$ cat src/rtl/div_unit_pkg.sv
// ---------------------------------------------------------------------------
// div_unit_pkg
// Definitions shared by the EX-stage arithmetic blocks:
//   - ALU SELECT codes for the RV32M divide group. The alu decodes the same
//     SELECT field, so both blocks take the codes from here.
//   - State encoding for the iterative divider FSM.
//   - isDivOp(): true when a SELECT code belongs to the divide group.
// ---------------------------------------------------------------------------
package div_unit_pkg;

   localparam logic [4:0] ALU_DIV  = 5'b01100;
   localparam logic [4:0] ALU_DIVU = 5'b01101;
   localparam logic [4:0] ALU_REM  = 5'b01110;
   localparam logic [4:0] ALU_REMU = 5'b01111;

   localparam logic [1:0] STATE_IDLE = 2'd0;
   localparam logic [1:0] STATE_CALC = 2'd1;
   localparam logic [1:0] STATE_FIX  = 2'd2;
   localparam logic [1:0] STATE_DONE = 2'd3;

   typedef enum logic [1:0] {
      S_IDLE = STATE_IDLE,
      S_CALC = STATE_CALC,
      S_FIX  = STATE_FIX,
      S_DONE = STATE_DONE
   } divState_e;

   function automatic logic isDivOp(input logic [4:0] sel);
      return (sel == ALU_DIV) || (sel == ALU_DIVU) ||
             (sel == ALU_REM) || (sel == ALU_REMU);
   endfunction

endpackage

$ cat src/rtl/div_unit_step.sv
// ---------------------------------------------------------------------------
// div_unit_step
// One combinational restoring-division step. It shifts the concatenated
// {remainder, quotient} pair left by one bit. It then subtracts the divisor
// from the partial remainder when that remainder is not smaller than the
// divisor, and records the outcome in the quotient LSB.
// The block can be chained to build a higher-radix divider.
//
// Ports:
//   rem_i     [XLEN:0]   partial remainder (one guard bit for compare/sub)
//   quo_i     [XLEN-1:0] dividend bits still to be consumed / quotient so far
//   divisor_i [XLEN-1:0] divisor magnitude
//   rem_o     [XLEN:0]   next partial remainder
//   quo_o     [XLEN-1:0] next quotient
// ---------------------------------------------------------------------------
module div_unit_step #(
   parameter int XLEN = 32
) (
   input  logic [XLEN:0]   rem_i,
   input  logic [XLEN-1:0] quo_i,
   input  logic [XLEN-1:0] divisor_i,
   output logic [XLEN:0]   rem_o,
   output logic [XLEN-1:0] quo_o
);

   logic [XLEN:0] shifted;
   logic [XLEN:0] divisorExt;
   logic          fits;

   // The partial remainder is always below the divisor, so its top bit is
   // zero. Shifting it left therefore cannot overflow the XLEN+1 bit window.
   always_comb begin
      shifted    = {rem_i[XLEN-1:0], quo_i[XLEN-1]};
      divisorExt = {1'b0, divisor_i};
      fits       = (shifted >= divisorExt);
      rem_o      = fits ? (shifted - divisorExt) : shifted;
      quo_o      = {quo_i[XLEN-2:0], fits};
   end

endmodule

$ cat src/rtl/div_unit.sv
// ---------------------------------------------------------------------------
// div_unit
// Iterative radix-2 divider for RV32M DIV/DIVU/REM/REMU. It sits in the EX
// stage beside the alu.
//
// The operands are converted to magnitudes on entry. The FSM then runs one
// restoring step per cycle for XLEN cycles. The sign is applied to the
// selected result in the FIX state. The result is committed to RESULT in the
// DONE state, together with a registered DONE pulse.
//
// Divide-by-zero and signed overflow are resolved when the request is
// accepted, and the FSM jumps straight to DONE.
//
// Ports:
//   CLK     clock, rising edge
//   RESET   asynchronous active-high reset
//   START   request, accepted only while idle
//   FLUSH   synchronous abort; drops an operation without a DONE
//   SELECT  ALU op code (DIV/DIVU/REM/REMU)
//   DATA1   dividend (rs1)
//   DATA2   divisor (rs2)
//   RESULT  registered quotient/remainder, held until the next DONE
//   BUSY    high while an operation is in progress, including the DONE pulse
//   DONE    one-cycle pulse; RESULT is valid in that cycle
// ---------------------------------------------------------------------------
module div_unit
   import div_unit_pkg::*;
#(
   parameter int XLEN = 32
) (
   input  logic            CLK,
   input  logic            RESET,
   input  logic            START,
   input  logic            FLUSH,
   input  logic [4:0]      SELECT,
   input  logic [XLEN-1:0] DATA1,
   input  logic [XLEN-1:0] DATA2,
   output logic [XLEN-1:0] RESULT,
   output logic            BUSY,
   output logic            DONE
);

   localparam int CW = $clog2(XLEN);

   divState_e       state_q,   state_d;
   logic            isRem_q,   isRem_d;
   logic            negRes_q,  negRes_d;
   logic [XLEN:0]   rem_q,     rem_d;
   logic [XLEN-1:0] quo_q,     quo_d;
   logic [XLEN-1:0] divisor_q, divisor_d;
   logic [CW-1:0]   count_q,   count_d;
   logic [XLEN-1:0] res_q,     res_d;
   logic [XLEN-1:0] result_q,  result_d;
   logic            done_q,    done_d;

   logic [XLEN:0]   stepRem;
   logic [XLEN-1:0] stepQuo;
   logic            signedOp;
   logic            remOp;
   logic            sign1;
   logic            sign2;
   logic            overflowCase;
   logic [XLEN-1:0] magnitude;

   // Single restoring step applied to the current iteration state.
   div_unit_step #(
      .XLEN(XLEN)
   ) u_step (
      .rem_i     (rem_q),
      .quo_i     (quo_q),
      .divisor_i (divisor_q),
      .rem_o     (stepRem),
      .quo_o     (stepQuo)
   );

   // Operation decode, from the live SELECT/DATA inputs. These signals only
   // matter in IDLE, when a request is accepted.
   always_comb begin
      signedOp     = (SELECT == ALU_DIV) || (SELECT == ALU_REM);
      remOp        = (SELECT == ALU_REM) || (SELECT == ALU_REMU);
      sign1        = signedOp & DATA1[XLEN-1];
      sign2        = signedOp & DATA2[XLEN-1];
      overflowCase = signedOp && (DATA1 == {1'b1, {(XLEN-1){1'b0}}}) &&
                     (DATA2 == {XLEN{1'b1}});
      magnitude    = isRem_q ? rem_q[XLEN-1:0] : quo_q;
   end

   // Next-state and datapath control.
   //
   // The final value is staged in res_q and copied to RESULT only when the
   // DONE state completes without a flush. This way, an aborted operation
   // never disturbs the value the pipeline last saw.
   //
   // done_q keeps the pulse one cycle behind the DONE state. While done_q is
   // high, a new request is refused, so START in the DONE cycle is ignored.
   always_comb begin
      state_d   = state_q;
      isRem_d   = isRem_q;
      negRes_d  = negRes_q;
      rem_d     = rem_q;
      quo_d     = quo_q;
      divisor_d = divisor_q;
      count_d   = count_q;
      res_d     = res_q;
      result_d  = result_q;
      done_d    = 1'b0;

      case (state_q)
         S_IDLE: begin
            if (START && !FLUSH && !done_q && isDivOp(SELECT)) begin
               isRem_d   = remOp;
               negRes_d  = remOp ? sign1 : (sign1 ^ sign2);
               rem_d     = '0;
               quo_d     = sign1 ? (-DATA1) : DATA1;
               divisor_d = sign2 ? (-DATA2) : DATA2;
               count_d   = CW'(XLEN - 1);
               if (DATA2 == '0) begin
                  res_d   = remOp ? DATA1 : {XLEN{1'b1}};
                  state_d = S_DONE;
               end else if (overflowCase) begin
                  res_d   = remOp ? '0 : DATA1;
                  state_d = S_DONE;
               end else begin
                  state_d = S_CALC;
               end
            end
         end

         S_CALC: begin
            if (FLUSH) begin
               state_d = S_IDLE;
            end else begin
               rem_d   = stepRem;
               quo_d   = stepQuo;
               count_d = count_q - CW'(1);
               if (count_q == '0) begin
                  state_d = S_FIX;
               end
            end
         end

         S_FIX: begin
            if (FLUSH) begin
               state_d = S_IDLE;
            end else begin
               res_d   = negRes_q ? (-magnitude) : magnitude;
               state_d = S_DONE;
            end
         end

         S_DONE: begin
            state_d = S_IDLE;
            if (!FLUSH) begin
               result_d = res_q;
               done_d   = 1'b1;
            end
         end

         default: begin
            state_d = S_IDLE;
         end
      endcase
   end

   // State and datapath registers, all cleared asynchronously by RESET.
   always_ff @(posedge CLK or posedge RESET) begin
      if (RESET) begin
         state_q   <= S_IDLE;
         isRem_q   <= 1'b0;
         negRes_q  <= 1'b0;
         rem_q     <= '0;
         quo_q     <= '0;
         divisor_q <= '0;
         count_q   <= '0;
         res_q     <= '0;
         result_q  <= '0;
         done_q    <= 1'b0;
      end else begin
         state_q   <= state_d;
         isRem_q   <= isRem_d;
         negRes_q  <= negRes_d;
         rem_q     <= rem_d;
         quo_q     <= quo_d;
         divisor_q <= divisor_d;
         count_q   <= count_d;
         res_q     <= res_d;
         result_q  <= result_d;
         done_q    <= done_d;
      end
   end

   assign RESULT = result_q;
   assign DONE   = done_q;
   assign BUSY   = (state_q != S_IDLE) || done_q;

endmodule

$ cat config.mk
export PLATFORM = sky130hd
export DESIGN_NAME = div_unit
export DESIGN_NICKNAME = d
export VERILOG_FILES = /design/src/rtl/div_unit_pkg.sv /design/src/rtl/div_unit_step.sv /design/src/rtl/div_unit.sv
export SDC_FILE = /design/constraint.sdc
export NUM_CORES = 1
export LEC_CHECK = 0
export BUFFER_PORTS_ARGS = -buffer_cell sky130_fd_sc_hd__buf_2
export CAP_MARGIN = 15
export CORE_MARGIN = 1
export CORE_UTILIZATION = 56
export DETAILED_ROUTE_END_ITERATION = 6
export PLACE_DENSITY = 0.76
export SETUP_SLACK_MARGIN = 0.1
export SYNTH_ARGS = -nofsm -noshare
export SYNTH_HDL_FRONTEND = slang
export SYNTH_SLANG_ARGS = --single-unit
$ cat constraint.sdc
create_clock -name CLK -period 9.9 [get_ports CLK]
set_clock_uncertainty 0.15 [all_clocks]
set_input_delay 0.99 -clock CLK [delete_from_list [all_inputs] [get_ports CLK]]
set_output_delay 0.99 -clock CLK [all_outputs]
set_load 0.01 [all_outputs]
# == Word level (Yosys, flattened, before mapping) ==
# Index checks and enable logic that the tools add are counted.
# totals
register_bits,170
latch_bits,0
ram_bits,0
romBits,0
in_bits,73
out_inout_bits,34
wordCells,89
memories,0
# classes
addsub,5
multipliers,0
div_mod_pow,0
order_cmp,1
n_eq_ne,14
n_shift,0
mux,31
bitwise,4
n_reduce_logical,24
# op_table
operator,n
$mux W32,15
$pmux W32 S2,3
$neg A32 Y32,3
$eq A32 B32 Y1 const B,2
$ge A33 B32 Y1,1
$logic_not A32 Y1,1
$sub A32 B32 Y32,1
$eq A5 B4 Y1 const B,4
$mux W2,6
$mux W5,2
$pmux W5 S2,1
$pmux W2 S4,1
$logic_or A1 B1 Y1,6
$ne A2 B2 Y1 const B,3
$ne A3 B3 Y1 const B,2
$reduce_and A2 Y1,3
$reduce_bool A2 Y1,3
$logic_and A1 B1 Y1,5
$logic_not A5 Y1,1
$sub A5 B1 Y5 const B,1
$eq A2 B2 Y1 const B,2
$reduce_and A4 Y1,1
$mux W1,3
$reduce_and A3 Y1,1
6 further kinds,8

# == Longest topological paths before layout ==
# Gate-level depths: netlist (run 1).
# logic_depth
ltp_word,8
mapped_depth,14
ltp_nobuf,11

# == Cells and area by module ==
# A second synthesis (run 1) with hierarchy kept.
# unflattened
cells_unflattened,1599
hier_area_um2,12882.4
# by_module_without_submodules
mod,n_inst,cells_per_inst,area_each_um2,seq_area_each_um2
div_unit,1,1170,10055.9,4279.1
div_unit_step,1,429,2826.5,0.0

# == Worst setup path after synthesis (run 1) ==
# No wires, ideal clock.
# synth_timing
path_type,flip-flop to flip-flop
from,register isRem_q
to,register res_q[14]
setup_time_ns,0.125
t_arrival_ns,3.345
t_required_ns,9.625
slack_ns,6.280
path_stages_with_launch,14
n_path_buf,5
period_less_slack_ns,3.620
path_cell_list,dfrtp_1 -> clkbuf_1 -> clkbuf_1 -> buf_1 -> buf_2 -> buf_2 -> mux2i_1 -> ha_1 -> o21ai_0 -> or3_1 -> o21ai_0 -> xnor2_1 -> o21ai_0 -> mux2_2
# synth_between
elab_chain_cells,5
# synth_rtl
element,line,rtl
"start, declared",div_unit.sv:46,"logic isRem_q, isRem_d;"
"start signal, assigned",div_unit.sv:180,isRem_q <= isRem_d;
$mux W32 (*),div_unit.sv:85,magnitude = isRem_q ? rem_q[XLEN-1:0] : quo_q;
$neg A32 Y32,div_unit.sv:146,res_d = negRes_q ? (-magnitude) : magnitude;
$mux W32 (*),div_unit.sv:146,
$mux W32 (*),div_unit.sv:143,if (FLUSH) begin
$pmux W32 S2 (*),div_unit.sv:108,case (state_q)
"end signal, assigned",div_unit.sv:186,res_q <= res_d;
"end, declared",div_unit.sv:52,"logic [XLEN-1:0] res_q, res_d;"
# Mark *: on every way between the ends. The rest lies on a longest branch, timed or not. The select of a mux whose other input is x is not followed.
# A chain may end at the register's enable or synchronous reset.

# == Worst setup path in the final report (run 1) ==
# layout_timing
from,input port DATA2[6]
to,register res_q[19]
# layout_between
elab_chain_cells,4
word_cells_on_any_way,8
cone_classes,2 x eq/ne; 3 x mux; 3 x reduce/logical
# layout_rtl
element,line,rtl
"start, declared",div_unit.sv:37,"input logic [XLEN-1:0] DATA2,"
$eq A32 B32 Y1 / $logic_not A32 Y1 (equally long branches),"div_unit.sv:84, div_unit.sv:117",
$logic_and A1 B1 Y1 / $mux W32 (equally long branches),"div_unit.sv:83, div_unit.sv:117",
$ne A3 B3 Y1 (no source line) / $mux W32 (equally long branches),-,
$reduce_and A4 Y1 (no source line) / $pmux W32 S2 (equally long branches),-,
# Parallel ways exist; a longest one is shown, timed or not. The select of a mux whose other input is x is not followed.

==> flow_metrics.py, run 1 <==
metrics = {
    "status": {
        "status": "finished, final reports clean",
    },
    "worst_setup_path": {
        "cpPeakStageDelay_ns": 1.04,
        "cp_num_buf_inv": 1,
        "crit_cells": 8,
        "cp_cell_sequence": "buf_2, or4_4, nor3_1, nand4_2, nor4_4, or2_2, a21oi_1, o31ai_1",
        "required_ns": 10.09,
        "cp_data_arrival_time_ns": 4.10,
        "r2r.worst_path.cells": 8,
        "path_delay_family": "simple AND/OR/NAND/NOR gates",
        "path_class": "input port to flop",
        "cp-end-kind": "flop",
        "crit_slowest_cell": "nor4_4",
        "cp-start-kind": "input port",
        "cp_max_fo": 26,
    },
    "drt": {
        "drt-initial-drc-count": 806,
        "wire_per_inst_um": 17.43,
        "first_pass_iters": 5,
        "avgViaCountPerCell": 6.001,
        "drc_errors": 0,
        "vias": 10600,
        "antenna_left": 0,
        "wl_mm": 30.80,
    },
    "layout": {
        "syn_to_final_growth_pct": 10.38,
        "final_cell_area_um2": 13070,
        "diodes": 0,
        "final_nets": 1596,
        "final_cell_mix": "nand2_1 (247), dfrtp_1 (169), o21ai_0 (166)",
        "final_core_util_pct": 63.79,
        "final_common_cell": "nand2_1",
        "drive_gt1_share_pct": 13.16,
    },
    "min_path": {
        "min_path_cells": 2,
        "hold_path.class": "flop to flop",
    },
    "synth": {
        "synthesis.nets": 1541,
        "synth-edff-count": 0,
        "yosysTopAreaCellShare_pct": 35.92,
        "synthCells": 1429,
        "synthArstFlopShare_pct": 100.0,
        "ys_types": 73,
        "syn_area_um2": 11840,
        "yosys_register_bits": 170,
        "ys.warnings.count": 0,
        "synthFlopType": "dfrtp_1",
        "synthTopCellsByArea": "dfrtp_1 (36%), nand2_1 (7.8%), o21ai_0 (7.0%), xnor2_1 (4.4%), xor2_1 (4.2%)",
        "synth_seq_area_share_pct": 35.92,
        "yosysTopAreaCell": "dfrtp_1",
        "synth.avg_cell_area_um2": 8.288,
    },
    "power_and_ir_drop": {
        "p_leak_nw": 5.906,
        "p_per_area_nw_per_um2": 261.3,
        "ir_drop_mv": 0.1481,
    },
    "global_routing": {
        "grt-ovfl-total": 0,
        "use_met3_pct": 4.228,
        "grt_max_degree": 113,
        "antenna_found_initial": 0,
        "grt_pass1_wl_mm": 50.89,
        "grt_pass1_vias": 9732,
        "grt_use_met2_pct": 45.45,
        "met1_usage_pct": 42.99,
        "grt_usage_pct": 29.27,
        "grt-busiest-layer": "met2",
    },
    "die": {
        "die-area_um2": 21740,
        "die_x_um": 147.4,
        "start_util_pct": 57.79,
        "ios": 107,
        "die_h_um": 147.4,
        "coreArea_um2": 20490,
        "rows": 52,
    },
    "timing": {
        "fin_setup_tns_ns": 0,
        "worst_slew_margin_rel_pct": 27.33,
        "setup_violations": 0,
        "grt_setup_unrepaired": "no",
        "max_freq_mhz": 255.3,
        "tightest_slew_ns": 1.082,
        "post-route-period-util_pct": 39.56,
        "hold_ws_ns": 0.3182,
        "slew_viol_final": 0,
        "hold_viol_final": 0,
        "min_period_ns": 3.917,
    },
    "clock_network": {
        "ctsHtreeMaxLevel": 4,
        "cts_tree": "built",
        "ctsHoldBuffers": 0,
        "cts_setup_buffers": 0,
        "clk_pin_slew_ns": 0.07,
        "root_buffer": "clkbuf_16",
        "clock_path_buffers": 2,
        "cts-resized-gates": 0,
        "clock-sinks": 170,
        "clk-insertion-delay-late_ns": 0.43,
        "cts_made_buffers": 17,
    },
    "placement": {
        "place_hpwl_mm": 22.55,
        "globalplace.congestion": 0.9069,
        "port_buffers": 106,
        "placed_area_um2": 12470,
    },
    "job": {
        "cap_violations": 0,
    },
}
-- kinds of logic (layout without fill, tap and decap cells) --
family | after synthesis | after routing | share of synthesized area, %
fa+ha+maj | 39 | 39 | 4.183
flops | 170 | 170 | 35.92
xor+xnor | 116 | 116 | 8.578
compound gates | 420 | 420 | 22.48
buf+inv | 136 | 204 | 4.595
mux | 55 | 55 | 4.881
simple gates | 493 | 493 | 19.36
-- cells in the mapped netlist (4+ instances only) --
master     count
a211oi_1       9
a21o_1        21
a21oi_1       63
a221o_1       10
a22oi_1       30
a31oi_1       14
and2_1         7
and3_1        11
buf_2          9
clkbuf_1      65
dfrtp_1      170
ha_1          38
inv_1         56
mux2_2        22
mux2i_1       33
nand2_1      247
nand2b_1      10
nand3_1        9
nand4_1       14
nor2_1        80
nor2b_1        7
nor3_1        44
nor3b_1        8
nor4_1         9
o2111ai_1      5
o211ai_1      32
o21a_1         4
o21ai_0      166
o21bai_1      10
o31a_1         5
o31ai_1       18
o41ai_1        5
or2_2          7
or3_1         15
or4_1          5
xnor2_1       59
xor2_1        57
-- area by class of cell --
type	instances	area, um^2
clock buffer	21	470.5
clock inverter	11	110.1
fill	1816	7421
inverter	56	215.2
multi-input combinational	1123	7067
sequential	170	4255
tap	270	337.8
timing repair buffer	116	618.1
-- worst reg2reg max path, cell delays in order (launching register included) --
cell and delay [ns]:
dfrtp_1 0.43, ha_1 0.48, nand4_1 0.26, nor4_1 0.43, o211a_1 0.28, or3b_1 0.16
and4_4 0.49, or2_1 0.78, o211ai_1 0.21
-- layer usage --
metal	up-vias	wire length, um
li1	5198	-
met1	4983	14760
met2	395	13770
met3	27	1856
met4	0	421
met5	-	0
-- path summary, 6_finish.rpt --
path | startpoint | endpoint | slack, ns
worst min register to register | res_q[0]$_DFFE_PP0P_ | RESULT[0]$_DFFE_PP0P_ | 0.32
worst max register to register | rem_q[15]$_DFFE_PP0P_ | rem_q[13]$_DFFE_PP0P_ | 6.08
worst min-delay path | res_q[0]$_DFFE_PP0P_ | RESULT[0]$_DFFE_PP0P_ | 0.32
max in group asynchronous | RESET | divisor_q[23]$_DFFE_PP0P_ | 7.65
worst max-delay path | DATA2[6] | res_q[19]$_DFFE_PP0P_ | 5.98
min in group asynchronous | RESET | RESULT[1]$_DFFE_PP0P_ | 0.63
-- metrics by stage --
| step | power [mW] | worst slack (ns) | std cells |
|---|---|---|---|
| floorplan | 2.337 | 4.157 | 1429 |
| global placement | 2.710 | 5.650 | 1734 |
| detailed placement | 2.729 | 5.618 | 1734 |
| CTS | 3.395 | 6.018 | 1766 |
| global route | 3.675 | 5.708 | 1767 |
| finish | 3.416 | 5.983 | 1767 |
-- registers in the layout, summed over array words and instances (netlist names) --
signal and cells:
RESULT 32, divisor_q 32, quo_q 32, rem_q 32, res_q 32, count_q 5
state_q 2, DONE 1, isRem_q 1, negRes_q 1
-- power by group --
part           leakage [nW]  internal, mW  total, mW  switching (mW)
sequential             2.19         0.853       1.05           0.195
combinational          3.44         0.691       1.70            1.01
clock                 0.277         0.370      0.664           0.294
total                  5.91          1.91       3.42            1.50
No activity file was read; power rests on OpenSTA's default activity.
==> inputs of run 2 (changes only) <==
CORE_UTILIZATION = 55   (was 56)
PLACE_DENSITY = 0.78   (was 0.76)
clock period = 3.6 ns   (was 9.9 ns; I/O delays follow)
==> flow_metrics.py, run 2 (synthesis results as in run 1) <==
metrics = {
    "status": {
        "status": "finished, final reports clean",
    },
    "layout": {
        "final_cell_mix": "nand2_1 (247), dfrtp_1 (169), o21ai_0 (166)",
        "final_nets": 1624,
        "final_common_cell": "nand2_1",
        "final_cell_area_um2": 13400,
        "drive_gt1_share_pct": 14.75,
        "diodes": 0,
        "syn_to_final_growth_pct": 13.11,
        "nFillCells": 1811,
        "fin_cells": 1800,
    },
    "drt": {
        "wire_per_inst_um": 17.37,
        "avgViaCountPerCell": 6.072,
        "vias": 10930,
        "wl_mm": 31.27,
        "drt-initial-drc-count": 964,
        "antenna_left": 0,
        "first_pass_iters": 5,
        "drc_errors": 0,
    },
    "power_and_ir_drop": {
        "ir_drop_mv": 0.4457,
        "p_leak_nw": 6.085,
        "p_per_area_nw_per_um2": 740.2,
    },
    "worst_setup_path": {
        "ff2ff_setup_slack_ns": 0.22,
        "cp_max_fo": 34,
        "cp_cell_sequence": "ha_1, nand4_1, nor4_1, o211a_1, or3b_1, and4_4, buf_4, o21ai_0, buf_4, o21ai_0",
        "path_delay_family": "simple AND/OR/NAND/NOR gates",
        "path_class": "flop to flop",
        "cp_num_buf_inv": 2,
        "crit_slowest_cell": "nor4_1",
        "reg2reg_to": "rem_q[19]$_DFFE_PP0P_",
        "crit_cells": 10,
        "r2r.worst_path.cells": 10,
        "r2r_start": "rem_q[15]$_DFFE_PP0P_",
        "cp-start-kind": "flop",
        "cp_data_arrival_time_ns": 3.57,
        "cp-end-kind": "flop",
        "required_ns": 3.79,
        "cpPeakStageDelay_ns": 0.57,
    },
    "clock_network": {
        "ctsHoldBuffers": 0,
        "ctsHtreeMaxLevel": 4,
        "cts_tree": "built",
        "cts-resized-gates": 0,
        "clock-sinks": 170,
        "clk_pin_slew_ns": 0.07,
        "cts_made_buffers": 17,
        "clock_path_buffers": 2,
        "cts_setup_buffers": 0,
        "root_buffer": "clkbuf_16",
        "clk-insertion-delay-late_ns": 0.43,
    },
    "timing": {
        "min_period_ns": 3.379,
        "setup_violations": 0,
        "hold_ws_ns": 0.05382,
        "hold_viol_final": 0,
        "tightest_slew_ns": 0.9560,
        "grt_setup_unrepaired": "no",
        "fin_setup_tns_ns": 0,
        "setup_slack_ns": 0.2212,
        "post-route-period-util_pct": 93.86,
        "worst_slew_margin_rel_pct": 36.27,
        "max_freq_mhz": 296.0,
        "slew_viol_final": 0,
    },
    "die": {
        "rows": 53,
        "coreArea_um2": 21090,
        "start_util_pct": 56.16,
        "ios": 107,
        "die_h_um": 148.7,
        "die-area_um2": 22130,
        "die_x_um": 148.7,
    },
    "global_routing": {
        "met1_usage_pct": 41.58,
        "use_met3_pct": 3.884,
        "grt_max_degree": 171,
        "grt-ovfl-total": 0,
        "antenna_found_initial": 0,
        "grt_usage_pct": 29.05,
        "grt_pass1_vias": 9927,
        "grt-busiest-layer": "met2",
        "grt_use_met2_pct": 45.37,
        "grt_pass1_wl_mm": 51.12,
    },
    "placement": {
        "globalplace.congestion": 0.9830,
        "placed_area_um2": 12760,
        "dp_slack_ns": 0.2890,
        "place_hpwl_mm": 23.42,
        "post-place-cells": 1768,
        "port_buffers": 106,
    },
    "job": {
        "cap_violations": 0,
    },
    "min_path": {
        "hold_path.class": "input port to asynchronous set/reset pin",
    },
}
[run 2: layer usage]
layer / vias up / wire length (um)
met5: - / 0
met4: 0 / 727
met3: 54 / 2022
met2: 435 / 14020
met1: 5165 / 14500
li1: 5275 / -
[run 2: report_power, final]
part | internal, mW | switching [mW] | leakage (nW)
clock | 1.18 | 0.821 | 0.302
combinational | 2.13 | 2.89 | 3.59
sequential | 2.35 | 0.550 | 2.19
[run 2: layout make-up]
type | instances | area [um^2] | share of cell area (%)
multi-input combinational | 1123 | 7067 | 52.75
clock buffer | 18 | 429.2 | 3.204
clock inverter | 14 | 209.0 | 1.560
inverter | 56 | 214.0 | 1.597
tap | 275 | 344.1 | 2.568
timing repair buffer | 144 | 878.3 | 6.556
sequential | 170 | 4255 | 31.76
[run 2: how the worst max path moves through the flow]
stage               slack, ns                     to             startpoint
floorplan                0.14  res_q[14]$_DFFE_PP0P_    isRem_q$_DFFE_PP0P_
global placement         0.35   rem_q[8]$_DFFE_PP0P_  rem_q[17]$_DFFE_PP0P_
detailed placement       0.29   rem_q[8]$_DFFE_PP0P_  rem_q[17]$_DFFE_PP0P_
CTS                      0.27   rem_q[8]$_DFFE_PP0P_  rem_q[17]$_DFFE_PP0P_
global route             0.12  rem_q[15]$_DFFE_PP0P_  rem_q[15]$_DFFE_PP0P_
finish                   0.22  rem_q[19]$_DFFE_PP0P_  rem_q[15]$_DFFE_PP0P_
[run 2: metrics by stage]
step	utilization [%]	total power, mW
6_report	63.53	9.917
5_1_grt	63.53	10.59
3_3_place_gp	60.50	7.754
2_1_floorplan	-	6.428
4_1_cts	63.53	9.831
3_5_place_dp	60.50	7.810
[run 2: worst register-to-register path, stage by stage, from the launching register on]
cell and delay, ns:
dfrtp_1 0.44, ha_1 0.48, nand4_1 0.16, nor4_1 0.57, o211a_1 0.32, or3b_1 0.16
and4_4 0.22, buf_4 0.31, o21ai_0 0.12, buf_4 0.20, o21ai_0 0.17
